### src/rtl/ifu_fetch_queue.sv
// rtl/ifu_fetch_queue.sv - instruction fetch request issue with an in-order, redirectable fetch queue
// Requests are credit-limited so that every in-flight response already owns a queue slot.
module ifu_fetch_queue #(
  parameter int              XLEN     = 32,
  parameter int              DEPTH    = 4,
  parameter logic [XLEN-1:0] RESET_PC = XLEN'(32'h8000_0000)
) (
  input  logic                     clk,
  input  logic                     rst,
  output logic                     mem_req_valid,
  input  logic                     mem_req_ready,
  output logic [XLEN-1:0]          mem_req_addr,
  input  logic                     mem_resp_valid,
  input  logic [31:0]              mem_resp_data,
  input  logic                     mem_resp_err,
  input  logic                     redirect_valid,
  input  logic [XLEN-1:0]          redirect_pc,
  output logic                     inst_valid,
  input  logic                     inst_ready,
  output logic [31:0]              inst_data,
  output logic [XLEN-1:0]          inst_pc,
  output logic                     inst_err,
  output logic [$clog2(DEPTH):0]   count
);

  localparam int AW = $clog2(DEPTH);
  localparam int CW = AW + 1;

  logic [XLEN-1:0] fetch_pc;
  logic [XLEN-1:0] resp_pc;
  logic [CW-1:0]   occ;
  logic [CW-1:0]   outst;
  logic [CW-1:0]   drop;
  logic            halt;
  logic [AW-1:0]   wptr;
  logic [AW-1:0]   rptr;

  logic [31:0]     q_data [DEPTH];
  logic [XLEN-1:0] q_pc   [DEPTH];
  logic            q_err  [DEPTH];

  logic [CW+1:0]   credits_used;
  logic            accept;
  logic            resp;
  logic            stale_resp;
  logic            live_resp;
  logic            push;
  logic            pop;
  logic [XLEN-1:0] redirect_base;
  logic            unused_pc_bits;

  // Slots are reserved by queued, live in-flight and stale in-flight entries alike.
  assign credits_used  = (CW+2)'(occ) + (CW+2)'(outst) + (CW+2)'(drop);
  assign mem_req_valid = !rst && !halt && !redirect_valid && (credits_used < (CW+2)'(DEPTH));
  assign mem_req_addr  = fetch_pc;
  assign accept        = mem_req_valid && mem_req_ready;

  assign resp       = !rst && mem_resp_valid;
  assign stale_resp = resp && (drop != '0);
  assign live_resp  = resp && (drop == '0);
  assign push       = live_resp && !redirect_valid;

  assign inst_valid = !rst && (occ != '0) && !redirect_valid;
  assign pop        = inst_valid && inst_ready;
  assign inst_data  = q_data[rptr];
  assign inst_pc    = q_pc[rptr];
  assign inst_err   = q_err[rptr];
  assign count      = occ;

  assign redirect_base  = {redirect_pc[XLEN-1:2], 2'b00};
  assign unused_pc_bits = ^redirect_pc[1:0];

  always_ff @(posedge clk) begin
    if (rst) begin
      fetch_pc <= RESET_PC;
      resp_pc  <= RESET_PC;
      occ      <= '0;
      outst    <= '0;
      drop     <= '0;
      halt     <= 1'b0;
      wptr     <= '0;
      rptr     <= '0;
    end else if (redirect_valid) begin
      // Everything still in flight becomes stale; a same-cycle response retires one of them.
      fetch_pc <= redirect_base;
      resp_pc  <= redirect_base;
      occ      <= '0;
      outst    <= '0;
      drop     <= drop + outst - CW'(resp);
      halt     <= 1'b0;
      wptr     <= '0;
      rptr     <= '0;
    end else begin
      if (accept) begin
        fetch_pc <= fetch_pc + XLEN'(4);
      end
      outst <= outst + CW'(accept) - CW'(live_resp);
      if (stale_resp) begin
        drop <= drop - CW'(1);
      end
      if (live_resp) begin
        wptr    <= wptr + AW'(1);
        resp_pc <= resp_pc + XLEN'(4);
        if (mem_resp_err) begin
          halt <= 1'b1;
        end
      end
      if (pop) begin
        rptr <= rptr + AW'(1);
      end
      occ <= occ + CW'(push) - CW'(pop);
    end
  end

  always_ff @(posedge clk) begin
    if (push) begin
      q_data[wptr] <= mem_resp_data;
      q_pc[wptr]   <= resp_pc;
      q_err[wptr]  <= mem_resp_err;
    end
  end

endmodule

### config.mk
export PLATFORM = sky130hd
export DESIGN_NAME = ifu_fetch_queue
export DESIGN_NICKNAME = d
export VERILOG_FILES = /design/src/rtl/ifu_fetch_queue.sv
export SDC_FILE = /design/constraint.sdc
export NUM_CORES = 1
export LEC_CHECK = 0
export CAP_MARGIN = 20
export CORE_ASPECT_RATIO = 1.5
export CORE_MARGIN = 2
export CORE_UTILIZATION = 50
export CTS_CLUSTER_SIZE = 25
export DETAILED_ROUTE_END_ITERATION = 12
export PLACE_DENSITY = 0.7
export SLEW_MARGIN = 20
export SYNTH_ARGS = -nofsm -noshare
export SYNTH_HDL_FRONTEND = slang
export SYNTH_SLANG_ARGS = --single-unit
### constraint.sdc
create_clock -name clk -period 10 [get_ports clk]
set_input_delay 2.5 -clock clk [delete_from_list [all_inputs] [get_ports clk]]
set_output_delay 2.5 -clock clk [all_outputs]
set_load 0.05 [all_outputs]
Word-level counts from Yosys, hierarchy flattened
Memories as Yosys holds them, arrays and structs flattened. A register that Yosys moved wholly into a read port is not among the register bits.
Index checks and enable logic that the tools add are counted.
- register bits after elaboration: 78
- bits in writable memories: 260
- output and inout bits: 102
- memories kept: 3
- add/sub/neg operators: 13
- $lt $le $gt $ge: 1
- muxes and demuxes: 14
- reductions and logical operators: 22
- memory list (name ; words ; width ; read ports ; clocked after memory_dff ; write ports ; RTL line ; RTL):
    q_data ; 4 ; 32 ; 1 ; 1 ; 1 ; 38 ; logic [31:0] q_data [DEPTH];
    q_pc ; 4 ; 32 ; 1 ; 1 ; 1 ; 39 ; logic [XLEN-1:0] q_pc [DEPTH];
    q_err ; 4 ; 1 ; 1 ; 1 ; 1 ; 40 ; logic q_err [DEPTH];
- operators with widths (cell ; number):
    $mux W32 ; 4
    $add A32 B3 Y32 const B ; 2
    $mux W2 ; 6
    $logic_and A1 B1 Y1 ; 11
    $sub A3 B1 Y3 ; 3
    $add A3 B1 Y3 ; 2
    $mux W3 ; 2
    $reduce_bool A2 Y1 ; 3
    $reduce_bool A3 Y1 ; 2
    $add A4 B3 Y5 ; 1
    $lt A5 B3 Y1 const B ; 1
    $add A2 B1 Y2 const B ; 2
    $add A3 B3 Y4 ; 1
    $add A3 B3 Y3 ; 1
    $logic_not A1 Y1 ; 3
    $logic_not A3 Y1 ; 1
    $sub A3 B1 Y3 const B ; 1
    $mux W1 ; 2
    $reduce_and A2 Y1 ; 1
    $reduce_or A2 Y1 ; 1

Depth between registers and ports, before layout
Gate-level depths: netlist of run 1.
- depth in word-level cells: 7
- depth in mapped cells: 16

Worst setup path after synthesis of run 1
OpenSTA, ideal clock, no wires.
- kind: input to output
- from: input port redirect_valid
- to: output port inst_valid
- arrival: 4.263 ns
- required time: 7.500 ns
- setup slack: 3.237 ns
- cell stages on the path: 6
- path buffers: 3
- cells stage by stage: buf_2 > inv_1 > clkbuf_1 > clkbuf_1 > nand2_1 > nor2_1
- cells in the longest elaborated chain, start to end: 2
- RTL lines (what ; RTL line ; RTL):
    from (decl) ; 16 ; input logic redirect_valid,
    $logic_not A1 Y1 ; 63 ; assign inst_valid = !rst && (occ != '0) && !redirect_valid;
    $logic_and A1 B1 Y1 ; 63 ;
    to (decl) ; 18 ; output logic inst_valid,
Every way passes these cells.

Worst setup path in the final report of run 1
Ends and elaborated chain as after synthesis.

==> results of run 1 <==
-- metal layers --
metal  vias up  track usage  part of all wire
li1       3837            -                 -
met1      4006        0.264              0.41
met2       270        0.357              0.51
met3        44       0.0288             0.053
met4         0       0.0718             0.026
met5         -            0                 0
-- cell usage after synthesis, drive strengths merged (16+ instances only) --
library cell	count
nand3	22
mux4	63
nand4	30
ha	17
nand2	52
xnor2	21
a211oi	16
clkbuf	26
nor2	48
buf	23
nor3	19
inv	28
a21oi	32
xor2	17
dfxtp	76
edfxtp	252
-- cells by family (layout without fill, tap and decap cells) --
kind of cell | count (synthesis) | after routing
adders and majority gates | 23 | 23
other | 1 | 4
DFF | 328 | 328
muxes | 73 | 73
xor gates and xnor gates | 38 | 38
buffers and inverters | 77 | 258
AOI/OAI and AO/OA | 116 | 116
and+or+nand+nor | 243 | 243
-- stage by stage --
stage / power [W] / hold slack [ns]
floorplan: 0.00177 / 0.467
global placement: 0.00189 / 0.501
detailed placement: 0.00189 / 0.512
CTS: 0.00298 / 0.534
global route: 0.00306 / 0.569
finish: 0.00295 / 0.539
-- sequential cells by signal (all words and copies together), names as in the netlist, named ones only --
register      flops
halt              1
drop              3
rptr              2
resp_pc          30
q_pc            120
q_err             4
count             3
wptr              2
outst             3
mem_req_addr     30
q_data          128
-- power by group through the flow --
stage	Sequential (W)	Clock, W	Combinational [W]
after floorplan	0.00159	0	0.000180
after global placement	0.00157	0	0.000315
after detailed placement	0.00158	0	0.000318
after CTS	0.00155	0.00111	0.000320
after global routing	0.00155	0.00116	0.000341
final	0.00155	0.00109	0.000317
-- cell type report --
class / count / area (um2)
Inverter: 28 / 105
Clock buffer: 42 / 825
Tap cell: 342 / 428
Multi-Input combinational cell: 497 / 4310
Clock inverter: 10 / 100
Fill cell: 2109 / 10500
Timing Repair Buffer: 178 / 1750
Sequential cell: 328 / 9090
-- worst max-delay path, stage by stage --
cell and delay, ns:
clkdlybuf4s50_1 0.60, inv_1 0.11, buf_4 0.49, nand2_1 0.37
nor2_1 0.18, clkdlybuf4s50_1 0.81
-- worst max-delay path by stage --
stage                         startpoint    endpoint  slack (ns)  cells after the start
after CTS                 redirect_valid  inst_valid        2.40                      6
after global placement    redirect_valid  inst_valid        2.40                      6
after floorplan           redirect_valid  inst_valid        3.24                      6
final                     redirect_valid  inst_valid        2.43                      6
after global routing      redirect_valid  inst_valid        2.25                      6
after detailed placement  redirect_valid  inst_valid        2.40                      6
-- cells in the final DEF (no fill, tap or decap), drive strengths merged, types with 5 or more instances in the layout --
master,Yosys,final
edfxtp,252,252
clkdlybuf4s50,0,165
dfxtp,76,76
mux4,63,63
nand2,52,52
nor2,48,48
clkbuf,26,42
a21oi,32,32
nand4,30,30
inv,28,28
nand3,22,22
xnor2,21,21
nor3,19,19
xor2,17,17
ha,17,17
a211oi,16,16
o21ai,15,15
and3,15,15
buf,23,13
and2,11,11
nor4,11,11
and4,9,9
o21a,8,8
mux2i,8,8
clkinv,0,8
a31oi,7,7
fa,6,6
or4,6,6
or3,5,5
o22ai,5,5
==> key figures, run 1 <==
Status
  – Status: complete, no violations

STA
  – Clk_skew: 0.0151 ns
  – Final hold viol count: 0
  – RSZ-0062 raised after global routing: false
  – Slew Limit Fails: 0
  – Min cycle time layout: 7.57 ns
  – Crit share post-route: 0.757
  – Final setup margin: 2.43 ns
  – Worst slew margin: 0.365
  – # setup viols final: 0
  – Fmax: 0.132 GHz
  – TNS Setup: 0 ns
  – Slew @ Worst Pin: 0.952 ns

Setup path
  – Flop2flop setup slack: 5.59 ns
  – Worst setup SP type: input pin
  – Worst Path Arrival: 5.07 ns
  – Critical path class: input pin to output pin
  – CP max FO: 57
  – R2R Path Start: count[1]
  – Reg2reg end: outst[2]
  – Worst reg2reg path depth: 16
  – Crit path required time: 7.50 ns
  – CP endpoint kind: output pin

Synthesis
  – Xor and xnor area share after synthesis: 0.0243
  – Ys flop type: edfxtp_1
  – Post-Synth Simple-Gate Area: 0.0963
  – Synth Area in Adders: 0.0243
  – Compound-Gate Fraction of Synth Area: 0.0569
  – Asr flop ratio synth: 0
  – Ys Warns: 0
  – Top cell type's share of synthesized area: 0.552
  – Post-synth EDFFs: 252
  – Mapped Area: 13700 um2
  – Yosys cell types: 64
  – Sequential share of the synthesized area: 0.664
  – Ranking of synthesized cells by area: edfxtp_1 (55%), dfxtp_1 (11%), mux4_2 (10%)
  – Post-synthesis instance total: 899
  – Post-synthesis register bit count: 328
  – Largest family of logic cells by synthesized area: multiplexers
  – Largest area contributor in the netlist: edfxtp_1
  – Mapped Avg Cell Area: 15.2 um2
  – Mux contribution to synthesized area: 0.111

Place
  – Worst slack, placed: 2.40 ns
  – Buffers on Ports: 166
  – Detailed Place HPWL: 18500 um
  – GPL Wtd Cong: 0.918
  – Dpl cells: 1373
  – Dpl cell area: 15700 um2

Detailed routing
  – Detailed-router iteration count before antenna repair: 5
  – Initial DRC count: 572
  – Post-route ant nets: 0
  – # DRC: 0
  – WL/cell: 20.6 um
  – Vias per cell: 5.72
  – DR vias: 8157
  – Routed wire length: 29400 um

Power and ir drop
  – Switching pwr: 0.000698 W
  – PD cells: 178 nW/um2
  – Cell internal pwr: 0.00225 W
  – Comb pwr share: 0.108
  – Switching Fraction: 0.237
  – Clk pwr share: 0.368
  – Leakage: 5.40 nW
  – Seq pwr share: 0.525
  – VDD IR max: 0.147 mV

Layout
  – Area growth, synth to finish: 21.2%
  – Nets: 1156
  – Layout cell share with drive strength beyond 1: 0.127
  – Post-route insts no fill: 1425
  – Antenna cells: 0
  – Post-route cell area: 16600 um2
  – Final Util: 0.612

Min path
  – Worst hold stages: 2
  – HP Start: mem_req_addr[8]
  – Min-Delay Endpoint: mem_req_addr[8]
  – Hold Crit Class: flip-flop to flip-flop

Clock tree
  – CTS tree: built
  – CTS Buffer Depth: 3
  – Postcts setup bufs: 0
  – Hold buffers post-CTS: 0
  – Clk sinks: 328
  – Later-pin clock latency in the skew report: 0.55 ns
  – Clock Pin Slew Worst Setup and Hold Paths: 0.07 ns
  – Htree depth: 1
  – Root Buffer Master: clkbuf_16
  – CTS buffer count: 29
  – Resized cells post-CTS: 0

Run
  – Max cap viols: 0

Floorplan
  – Die Y: 207 um
  – Starting Density: 0.505
  – Core Rows: 74
  – Die Span X: 139 um
  – Io pins: 173
  – Die area: 28800 um2
  – Total core area: 27100 um2

Global routing
  – First-pass GRT wire length: 45600 um
  – Largest net degree at the start of global routing: 64
  – Vias in the first global route: 8255
  – Initial antenna violation count: 0
  – GRT overflow: 0
  – All-Layer GR Usage: 0.204
(Power assumes the default switching activity.)
==> run 2, diff against run 1 <==
==> constraint.sdc (replaced) <==
create_clock -name clk -period 7.84 [get_ports clk]
set_input_delay 1.96 -clock clk [delete_from_list [all_inputs] [get_ports clk]]
set_output_delay 1.96 -clock clk [all_outputs]
set_load 0.05 [all_outputs]
==> key figures, run 2 (same netlist as run 1, synthesis figures left out) <==
Detailed routing
  – Initial DRC count: 427
  – WL/cell: 20.8 um
  – Vias per cell: 5.77
  – # DRC: 0
  – Post-route ant nets: 0
  – DR vias: 8224
  – Routed wire length: 29700 um
  – Detailed-router iteration count before antenna repair: 4

Global routing
  – Initial antenna violation count: 0
  – First-pass GRT wire length: 46900 um
  – Met1 GRT Util: 0.265
  – GRT overflow: 0
  – Global routing usage on met3: 0.0242
  – Largest net degree at the start of global routing: 64
  – GRT busiest layer: met2
  – Vias in the first global route: 8441
  – All-Layer GR Usage: 0.208
  – GR Util met2: 0.373

Power and ir drop
  – VDD IR max: 0.153 mV
  – PD cells: 229 nW/um2
  – Clk pwr share: 0.377
  – Comb pwr share: 0.106
  – Switching pwr: 0.000908 W
  – Cell internal pwr: 0.00292 W
  – Seq pwr share: 0.516
  – Switching Fraction: 0.237
  – Leakage: 5.43 nW

Place
  – Buffers on Ports: 166
  – Dpl cell area: 15700 um2
  – GPL Wtd Cong: 0.901
  – Detailed Place HPWL: 19000 um

Clock tree
  – Hold buffers post-CTS: 0
  – Clk sinks: 328
  – Clock Pin Slew Worst Setup and Hold Paths: 0.07 ns
  – Postcts setup bufs: 0
  – Later-pin clock latency in the skew report: 0.55 ns
  – CTS tree: built
  – CTS buffer count: 29
  – Resized cells post-CTS: 0
  – CTS Buffer Depth: 3
  – Htree depth: 1
  – Root Buffer Master: clkbuf_16

STA
  – Clk_skew: 0.0128 ns
  – RSZ-0062 raised after global routing: false
  – Fmax: 0.168 GHz
  – Min cycle time layout: 5.94 ns
  – Slew @ Worst Pin: 0.922 ns
  – Final hold viol count: 0
  – Worst hold slack: 0.529 ns
  – # setup viols final: 0
  – Worst slew margin: 0.382
  – Slew Limit Fails: 0
  – TNS Setup: 0 ns
  – Crit share post-route: 0.758

Floorplan
  – Io pins: 173
  – Die Span X: 139 um
  – Die Y: 207 um
  – Total core area: 27100 um2
  – Core Rows: 74
  – Starting Density: 0.505
  – Die area: 28800 um2

Layout
  – Most flops, register: q_data
  – Nets: 1156
  – Antenna cells: 0
  – Layout cell share with drive strength beyond 1: 0.131
  – Commonest non-fill, non-tap cells in the layout: edfxtp_1 (252), clkdlybuf4s50_1 (164), dfxtp_1 (74)
  – Final-layout fill cell count: 2087
  – Leading cell type in the layout, fill and taps excluded: edfxtp_1
  – Max FFs per register: 128
  – Final Util: 0.615
  – Largest registers: q_data (128), q_pc (120)
  – Post-route cell area: 16700 um2
  – Area growth, synth to finish: 21.7%

Run
  – Max cap viols: 0

Min path
  – Hold Crit Class: flip-flop to flip-flop

Setup path
  – Crit path required time: 5.88 ns
  – Worst setup SP type: input pin
  – CP endpoint kind: output pin
  – Critical path class: input pin to output pin
  – CP max FO: 14
  – Worst Path Arrival: 3.98 ns

Status
  – Status: complete, no violations
## run 2: layout make-up
type | instances | area, um2 | share of cell area
repair buffers | 178 | 1760 | 0.105
clock buffers | 45 | 877 | 0.0526
clock inverters | 8 | 104 | 0.00623
flip-flops and latches | 328 | 9090 | 0.545
inverters | 28 | 105 | 0.00630
multi-input cells | 497 | 4310 | 0.258
well taps | 342 | 428 | 0.0257
## run 2: final timing paths
kind                                        end  cells past startpoint       startpoint  slack [ns]
worst max-delay path              mem_req_valid                      6   redirect_valid        1.90
worst min-delay path            mem_req_addr[8]                      2  mem_req_addr[8]        0.53
worst max register to register         outst[2]                     16         count[1]        3.46
worst min register to register  mem_req_addr[8]                      2  mem_req_addr[8]        0.53
## run 2: critical path: stages
cell             delay, ns
clkdlybuf4s50_1       0.48
nor4_4                0.28
o41ai_2               0.12
buf_4                 0.21
nor2_1                0.12
clkdlybuf4s50_1       0.82
## run 2: power by group through the flow
stage	registers, W	logic [W]	clock network (W)
floorplan	0.00203	0.000230	0
detailed placement	0.00201	0.000405	0
CTS	0.00197	0.000410	0.00148
global route	0.00198	0.000438	0.00154
finish	0.00197	0.000407	0.00144
global placement	0.00201	0.000403	0
## run 2: metrics by stage
step | worst slack, ns | cells | power (W)
2_1_floorplan | 2.16 | 902 | 0.00226
4_1_cts | 1.88 | 1426 | 0.00386
6_report | 1.90 | 1426 | 0.00382
3_5_place_dp | 1.91 | 1373 | 0.00242
5_1_grt | 1.74 | 1426 | 0.00396
3_3_place_gp | 1.88 | 1373 | 0.00241
## run 2: layer usage
metal	vias up	share of wire	routed length (um)
met4	0	0.024	720
met5	-	0	0
met3	47	0.047	1390
li1	3839	-	-
met1	4094	0.41	12100
met2	244	0.52	15500
==> run 3, diff against run 2 <==
--- a/config.mk
+++ b/config.mk
@@ -11,7 +11,7 @@
 export CORE_UTILIZATION = 50
 export CTS_CLUSTER_SIZE = 25
 export DETAILED_ROUTE_END_ITERATION = 12
-export PLACE_DENSITY = 0.7
+export PLACE_DENSITY = 0.73
 export SLEW_MARGIN = 20
 export SYNTH_ARGS = -nofsm -noshare
 export SYNTH_HDL_FRONTEND = slang
==> constraint.sdc (replaced) <==
create_clock -name clk -period 5.2 [get_ports clk]
set_input_delay 1.3 -clock clk [delete_from_list [all_inputs] [get_ports clk]]
set_output_delay 1.3 -clock clk [all_outputs]
set_load 0.05 [all_outputs]
==> key figures, run 3 (same netlist as run 1, synthesis figures left out) <==
STA
  – Crit share post-route: 0.853
  – Fmax: 0.225 GHz
  – Slew Limit Fails: 0
  – Worst slew margin: 0.253
  – Min cycle time layout: 4.44 ns
  – RSZ-0062 raised after global routing: false
  – Worst hold slack: 0.517 ns
  – Clk_skew: 0.0183 ns
  – TNS Setup: 0 ns
  – Final hold viol count: 0
  – # setup viols final: 0
  – Slew @ Worst Pin: 1.12 ns

Clock tree
  – Hold buffers post-CTS: 0
  – Postcts setup bufs: 0
  – CTS tree: built
  – Root Buffer Master: clkbuf_16
  – CTS Buffer Depth: 3
  – CTS buffer count: 29
  – Resized cells post-CTS: 0
  – Htree depth: 1
  – Clock Pin Slew Worst Setup and Hold Paths: 0.07 ns
  – Later-pin clock latency in the skew report: 0.55 ns
  – Clk sinks: 328

Detailed routing
  – Initial DRC count: 521
  – Routed wire length: 29800 um
  – Detailed-router iteration count before antenna repair: 5
  – Post-route ant nets: 0
  – # DRC: 0
  – Vias per cell: 5.79
  – DR vias: 8290
  – WL/cell: 20.8 um

Layout
  – Most flops, register: q_data
  – Final Util: 0.627
  – Max FFs per register: 128
  – Post-route insts no fill: 1433
  – Layout cell share with drive strength beyond 1: 0.141
  – Area growth, synth to finish: 24.2%
  – Commonest non-fill, non-tap cells in the layout: edfxtp_1 (252), clkdlybuf4s50_1 (163), dfxtp_1 (74)
  – Leading cell type in the layout, fill and taps excluded: edfxtp_1
  – Largest registers: q_data (128), q_pc (120)
  – Nets: 1164
  – Antenna cells: 0

Place
  – Buffers on Ports: 166
  – GPL Wtd Cong: 0.940
  – Detailed Place HPWL: 20000 um
  – Dpl cells: 1381

Min path
  – Hold Crit Class: flip-flop to flip-flop
  – Worst hold stages: 2
  – Min-Delay Endpoint: mem_req_addr[8]
  – HP Start: mem_req_addr[8]

Power and ir drop
  – VDD IR max: 0.247 mV
  – PD cells: 360 nW/um2
  – Tot Pwr: 0.00612 W
  – Leakage: 5.58 nW

Global routing
  – Initial antenna violation count: 0
  – Vias in the first global route: 8513
  – First-pass GRT wire length: 46600 um
  – All-Layer GR Usage: 0.207
  – Largest net degree at the start of global routing: 56
  – GRT overflow: 0

Floorplan
  – Die Span X: 139 um
  – Total core area: 27100 um2
  – Die area: 28800 um2
  – Starting Density: 0.505
  – Io pins: 173
  – Die Y: 207 um
  – Core Rows: 74

Setup path
  – Flop2flop setup slack: 1.28 ns
  – CP endpoint kind: output pin
  – Worst reg2reg path depth: 16
  – Critical path class: flip-flop to output pin
  – Worst setup SP type: flip-flop
  – Reg2reg end: outst[2]
  – Worst Path Arrival: 3.14 ns
  – R2R Path Start: count[1]
  – CP max FO: 14
  – Crit path required time: 3.90 ns

Run
  – Max cap viols: 0

Status
  – Status: complete, no violations
run 3: layout make-up:
type | count | area (um2)
Fill cell | 2010 | 10100
Sequential cell | 328 | 9090
Multi-Input combinational cell | 497 | 4310
Timing Repair Buffer | 186 | 1940
Clock buffer | 33 | 771
Tap cell | 342 | 428
Clock inverter | 19 | 372
Inverter | 28 | 105
run 3: worst max-delay path: stages (launching register included):
cell	delay (ns)
dfxtp_1	0.43
inv_1	0.09
fa_1	0.60
nor2_1	0.08
fa_1	0.49
nor4_4	0.18
o41ai_2	0.12
buf_4	0.21
nor2_1	0.21
buf_12	0.17
run 3: worst max-delay path by stage:
stage | cells after the start | start | slack, ns | endpoint
after floorplan | 8 | count[1] | 0.70 | mem_req_valid
after global placement | 13 | redirect_valid | 0.89 | outst[2]
after detailed placement | 13 | redirect_valid | 0.89 | outst[2]
after CTS | 9 | count[1] | 0.70 | mem_req_valid
after global routing | 9 | count[1] | 0.56 | mem_req_valid
final | 9 | count[1] | 0.76 | mem_req_valid
run 3: layer usage:
layer / share of wire / routed length [um] / global-route usage
met5: 0 / 0 / 0
met4: 0.036 / 1070 / 0.0844
met3: 0.047 / 1400 / 0.0217
met2: 0.52 / 15400 / 0.376
met1: 0.40 / 11900 / 0.255
run 3: report_power, final:
part / leakage [nW] / internal, W / switching (W)
Clock: 0.559 / 0.00160 / 0.000923
Sequential: 2.92 / 0.00290 / 0.0000763
Combinational: 2.11 / 0.000245 / 0.000376
run 3: per-stage QoR:
stage	area (um2)	worst slack, ns
floorplan	13700	0.704
detailed placement	15900	0.887
finish	17000	0.762
global route	17000	0.556
global placement	15900	0.889
CTS	17000	0.697
